--- config.mk ---
export PLATFORM = sky130hd
export DESIGN_NAME = scarv_soc_bram_bus_adapter
export DESIGN_NICKNAME = d
export VERILOG_FILES = /design/src/rtl/scarv_soc_bram_bus_adapter.sv
export SDC_FILE = /design/constraint.sdc
export NUM_CORES = 1
export LEC_CHECK = 0
export ABC_AREA = 1
export CORE_MARGIN = 2
export CORE_UTILIZATION = 30
export DETAILED_ROUTE_END_ITERATION = 12
export HOLD_SLACK_MARGIN = 0.02
export MAX_ROUTING_LAYER = met4
export PLACE_DENSITY = 0.74
export SLEW_MARGIN = 5
export SYNTH_ARGS = -nofsm -noshare
export SYNTH_HDL_FRONTEND = slang
export SYNTH_SLANG_ARGS = --single-unit
--- constraint.sdc ---
create_clock -name g_clk -period 4.05 [get_ports g_clk]
set_input_delay 0.81 -clock g_clk [delete_from_list [all_inputs] [get_ports g_clk]]
set_output_delay 0.81 -clock g_clk [all_outputs]
set_load 0.03 [all_outputs]
--- src/rtl/scarv_soc_bram_bus_adapter.sv ---
`default_nettype none
// +--------------------------------------------------------------------------+
// | Module      : scarv_soc_bram_bus_adapter                                 |
// | Description : SoC req/resp memory bus to single-port 1-cycle BRAM port.  |
// |               Optional range check enabled by SCARV_SOC_BRAM_ERR_EN.     |
// | Revision    : 1.0 - initial release                                      |
// +--------------------------------------------------------------------------+
module scarv_soc_bram_bus_adapter #(
    parameter int          DEPTH = 1024,
    parameter logic [31:0] BASE  = 32'h0000_0000
) (
    input  logic        g_clk,
    input  logic        g_resetn,
    input  logic        mem_req,
    output logic        mem_gnt,
    input  logic        mem_wen,
    input  logic [3:0]  mem_strb,
    input  logic [31:0] mem_addr,
    input  logic [31:0] mem_wdata,
    output logic        mem_recv,
    input  logic        mem_ack,
    output logic        mem_error,
    output logic [31:0] mem_rdata,
    output logic        bram_rsta,
    output logic        bram_ena,
    output logic [3:0]  bram_wea,
    output logic [13:0] bram_addra,
    output logic [31:0] bram_dina,
    input  logic [31:0] bram_douta
);

    localparam logic [13:0] ADDR_MASK = 14'(DEPTH - 1) & 14'h3ffc;

    typedef enum logic [1:0] {
        ST_IDLE = 2'd0,
        ST_RSP  = 2'd1,
        ST_HOLD = 2'd2
    } state_t;

    state_t      state_q, state_d;
    logic        rsp_wen_q, rsp_wen_d;
    logic        rsp_err_q, rsp_err_d;
    logic [31:0] hold_rdata_q, hold_rdata_d;
    logic        hold_err_q, hold_err_d;

    logic [31:0] off;
    logic        in_range;
    logic        gnt;
    logic [31:0] rsp_rdata;
    logic        unused_off_bits;

    assign off             = mem_addr - BASE;
    assign unused_off_bits = ^{off[31:14], off[1:0]};

`ifdef SCARV_SOC_BRAM_ERR_EN
    assign in_range = (off < 32'(DEPTH));
`else
    assign in_range = 1'b1;
`endif

    // Writes and out-of-range accesses answer with zero data.
    assign rsp_rdata = (rsp_wen_q || rsp_err_q) ? 32'h0 : bram_douta;

    always_comb begin
        state_d      = state_q;
        rsp_wen_d    = rsp_wen_q;
        rsp_err_d    = rsp_err_q;
        hold_rdata_d = hold_rdata_q;
        hold_err_d   = hold_err_q;
        gnt          = 1'b0;
        mem_recv     = 1'b0;
        mem_rdata    = 32'h0;
        mem_error    = 1'b0;

        case (state_q)
            ST_IDLE: begin
                gnt = mem_req && g_resetn;
            end
            ST_RSP: begin
                mem_recv  = 1'b1;
                mem_rdata = rsp_rdata;
                mem_error = rsp_err_q;
                gnt       = mem_req && mem_ack && g_resetn;
                if (mem_ack) begin
                    state_d = ST_IDLE;
                end else begin
                    hold_rdata_d = rsp_rdata;
                    hold_err_d   = rsp_err_q;
                    state_d      = ST_HOLD;
                end
            end
            ST_HOLD: begin
                mem_recv  = 1'b1;
                mem_rdata = hold_rdata_q;
                mem_error = hold_err_q;
                gnt       = mem_req && mem_ack && g_resetn;
                if (mem_ack) begin
                    state_d = ST_IDLE;
                end
            end
            default: begin
                state_d = ST_IDLE;
            end
        endcase

        if (gnt) begin
            state_d   = ST_RSP;
            rsp_wen_d = mem_wen;
            rsp_err_d = !in_range;
        end
    end

    always_ff @(posedge g_clk) begin
        if (!g_resetn) begin
            state_q      <= ST_IDLE;
            rsp_wen_q    <= 1'b0;
            rsp_err_q    <= 1'b0;
            hold_rdata_q <= 32'h0;
            hold_err_q   <= 1'b0;
        end else begin
            state_q      <= state_d;
            rsp_wen_q    <= rsp_wen_d;
            rsp_err_q    <= rsp_err_d;
            hold_rdata_q <= hold_rdata_d;
            hold_err_q   <= hold_err_d;
        end
    end

    assign mem_gnt    = gnt;
    assign bram_rsta  = !g_resetn;
    assign bram_ena   = gnt && in_range;
    assign bram_wea   = (gnt && in_range && mem_wen) ? mem_strb : 4'b0000;
    assign bram_addra = off[13:0] & ADDR_MASK;
    assign bram_dina  = mem_wdata;

endmodule
`default_nettype wire

==> impl_metrics.toml <==
[run_status]
status = "finished, final reports clean"

[floorplan]
fp.dieW_um = 94.4
coreArea_um2 = 7810
io_pins = 192
die_h_um = 94.4
start_util_pct = 31.4
rows = 32
die_area_um2 = 8910

[sta]
period_minus_slack_ns = 3.43
final.setup_skew_ns = 0.00410
max_freq_ghz = 0.292
maxSlewViolCount = 0
tightest_slew_ns = 1.01
hold_viol = 0
tns_ns = 0
max-slew-margin-rel_pct = 32.6
grt_setup_unrepaired = "false"
setup_viol = 0
holdWs_ns = 0.462
fin_crit_sh_pct = 84.6
worst_slack_ns = 0.622

[global_routing]
track_usage_pct = 13.4
grt_start_max_net_pins = 35
grt_pass1_wl_mm = 9.40
grt_overflow = 0
antenna_found_initial = 0
grt_pass1_vias = 2103

[worst_setup_path]
r2r-start = "state_q[1]"
slowest_delay_ns = 0.68
crit_path_cell_trace = "clkdlybuf4s50_1, inv_1, nand2_1, nand4_1, nor2_1, clkdlybuf4s50_1"
cp-end-kind = "output port"
rrSetupSlack_ns = 1.79
crit_type = "input pin to output port"
critPathRequiredTime_ns = 3.24
r2r-end = "hold_rdata_q[14]"
start_kind = "input pin"
worstPathMaxFanout = 5
crit_top_cell = "clkdlybuf4s50_1"
cpLargestDelayFamily = "buffers and inverters"
crit_path_top_delay_cell = "clkdlybuf4s50_1"
path_buf_inv = 3
r2r_cells = 7
cp.arrival_ns = 2.62

[drt]
first_pass_iters = 4
drc = 0
drtIter0Drc = 111
wirelength_mm = 5.64
ant_nets = 0
vias = 2338
wl_per_cell_um = 10.6
post_drt_via_cell_ratio = 4.40

[clocking]
cts_tree = "built"
cts_max_level = 2
cts_made_buffers = 5
hold_buffers = 0
cts_resized = 0
clockBufferDepth = 2
root_buffer = "clkbuf_8"
post_cts_buffers = 0
clk_pin_slew_ns = 0.07
clk_latency_ns = 0.28
numClockSinks = 35

[power_and_ir_drop]
peakVddDrop_mv = 0.177
p_leak_nw = 1.24
p_per_area_nw_per_um2 = 307

[place]
pre_cts_ws_ns = 0.609
routabilityCongestion = 0.709
port_buffers = 80
dpl.cell_count = 523
hpwl_mm = 3.98

[logic_synthesis]
synth_area_um2 = 2450
netlist_instances = 403
syn_avg_cell_area_um2 = 6.08
ys_ff_latch = 35
ys_seq_area_share_pct = 28.6
synth.distinct_cells = 16
yosys_warnings = 0

[cells_and_area]
drive_gt1_share_pct = 3.50
layout_common_cells = "nand2_1, clkdlybuf4s50_1, a21oi_1"
layout.cells.non_filler = 531
syn2layout_area_growth_pct = 24.5
fillers = 834
n_antenna_cell = 0
layout_commonest_cell = "nand2_1"
nets = 537

[hold_path]
min_path_type = "flop to flop"
holdPathEnd = "hold_rdata_q[7]"
min_from = "hold_rdata_q[7]"
hold_depth = 2

[job]
cap_viol_max_count = 0
==> worst max-delay path by stage <==
stage                from            end  slack [ns]  depth (start not counted)
2_1_floorplan  state_q[0]   mem_rdata[0]        1.52                          5
3_3_place_gp      mem_ack    bram_wea[3]        0.63                          6
3_5_place_dp      mem_ack    bram_wea[0]        0.61                          6
4_1_cts           mem_ack    bram_wea[0]        0.61                          6
5_1_grt        state_q[0]  mem_rdata[17]        0.47                          5
6_report          mem_ack    bram_wea[0]        0.62                          6
==> metal layers <==
metal	GRT usage, %	vias up	part of all wire (%)
met1	16.4	1055	46
met2	22.3	63	48
met5	-	-	0
met3	2.87	11	5.7
met4	3.62	0	0.78
li1	-	1209	-
==> through the flow <==
stage | area, µm² | utilization (%) | total power, mW
6_report | 3050 | 39.1 | 0.937
5_1_grt | 3050 | 39.1 | 0.996
4_1_cts | 3050 | 39.1 | 0.956
3_5_place_dp | 2930 | 37.6 | 0.627
3_3_place_gp | 2930 | 37.6 | 0.622
2_1_floorplan | 2470 | - | 0.618
==> sequential cells by signal, summed over array words and instances (netlist names) <==
| signal | count |
|---|---|
| hold_rdata_q | 32 |
| rsp_wen_q | 1 |
| state_q | 2 |
==> cell usage after synthesis (all sizes together) <==
master / number / area share [%]
dfxtp: 35 / 29
clkbuf: 11 / 1.7
nand3: 4 / 0.82
clkinv: 1 / 0.15
a21oi: 65 / 13
nand2: 136 / 21
buf: 61 / 19
nand4: 1 / 0.26
ha: 4 / 2.0
inv: 46 / 7.0
conb: 1 / 0.15
nor2: 38 / 6.5
==> power by group <==
part | internal (mW) | switching [mW] | total, mW
Combinational | 0.0967 | 0.146 | 0.242
Clock | 0.199 | 0.122 | 0.321
Sequential | 0.361 | 0.0124 | 0.373
Total | 0.657 | 0.280 | 0.937
==> cell families after synthesis <==
kind of cell	share of synthesized area (%)
compound gates	13.3
fa+ha+maj	2.04
buf+inv	27.6
flops	28.6
other cells	0.153
simple gates	28.4
==> final cells by class <==
cell class | count | area (µm²) | area share [%]
timing repair buffer | 84 | 831 | 27.2
clock inverter | 2 | 35.0 | 1.15
multi-input combinational | 255 | 1100 | 36.0
inverter | 47 | 176 | 5.78
sequential | 35 | 701 | 23.0
clock buffer | 6 | 82.6 | 2.71
tap | 102 | 128 | 4.18
==> worst register-to-register path, delay by kind of cell, from the launching register on <==
kind / cells / cell delay [ns]
buffers and inverters: 3 / 0.59
adders and majority gates: 1 / 0.56
DFF: 1 / 0.35
and+or+nand+nor: 2 / 0.57
AOI/OAI and AO/OA: 1 / 0.07
Power figures use the tool's default switching activity.
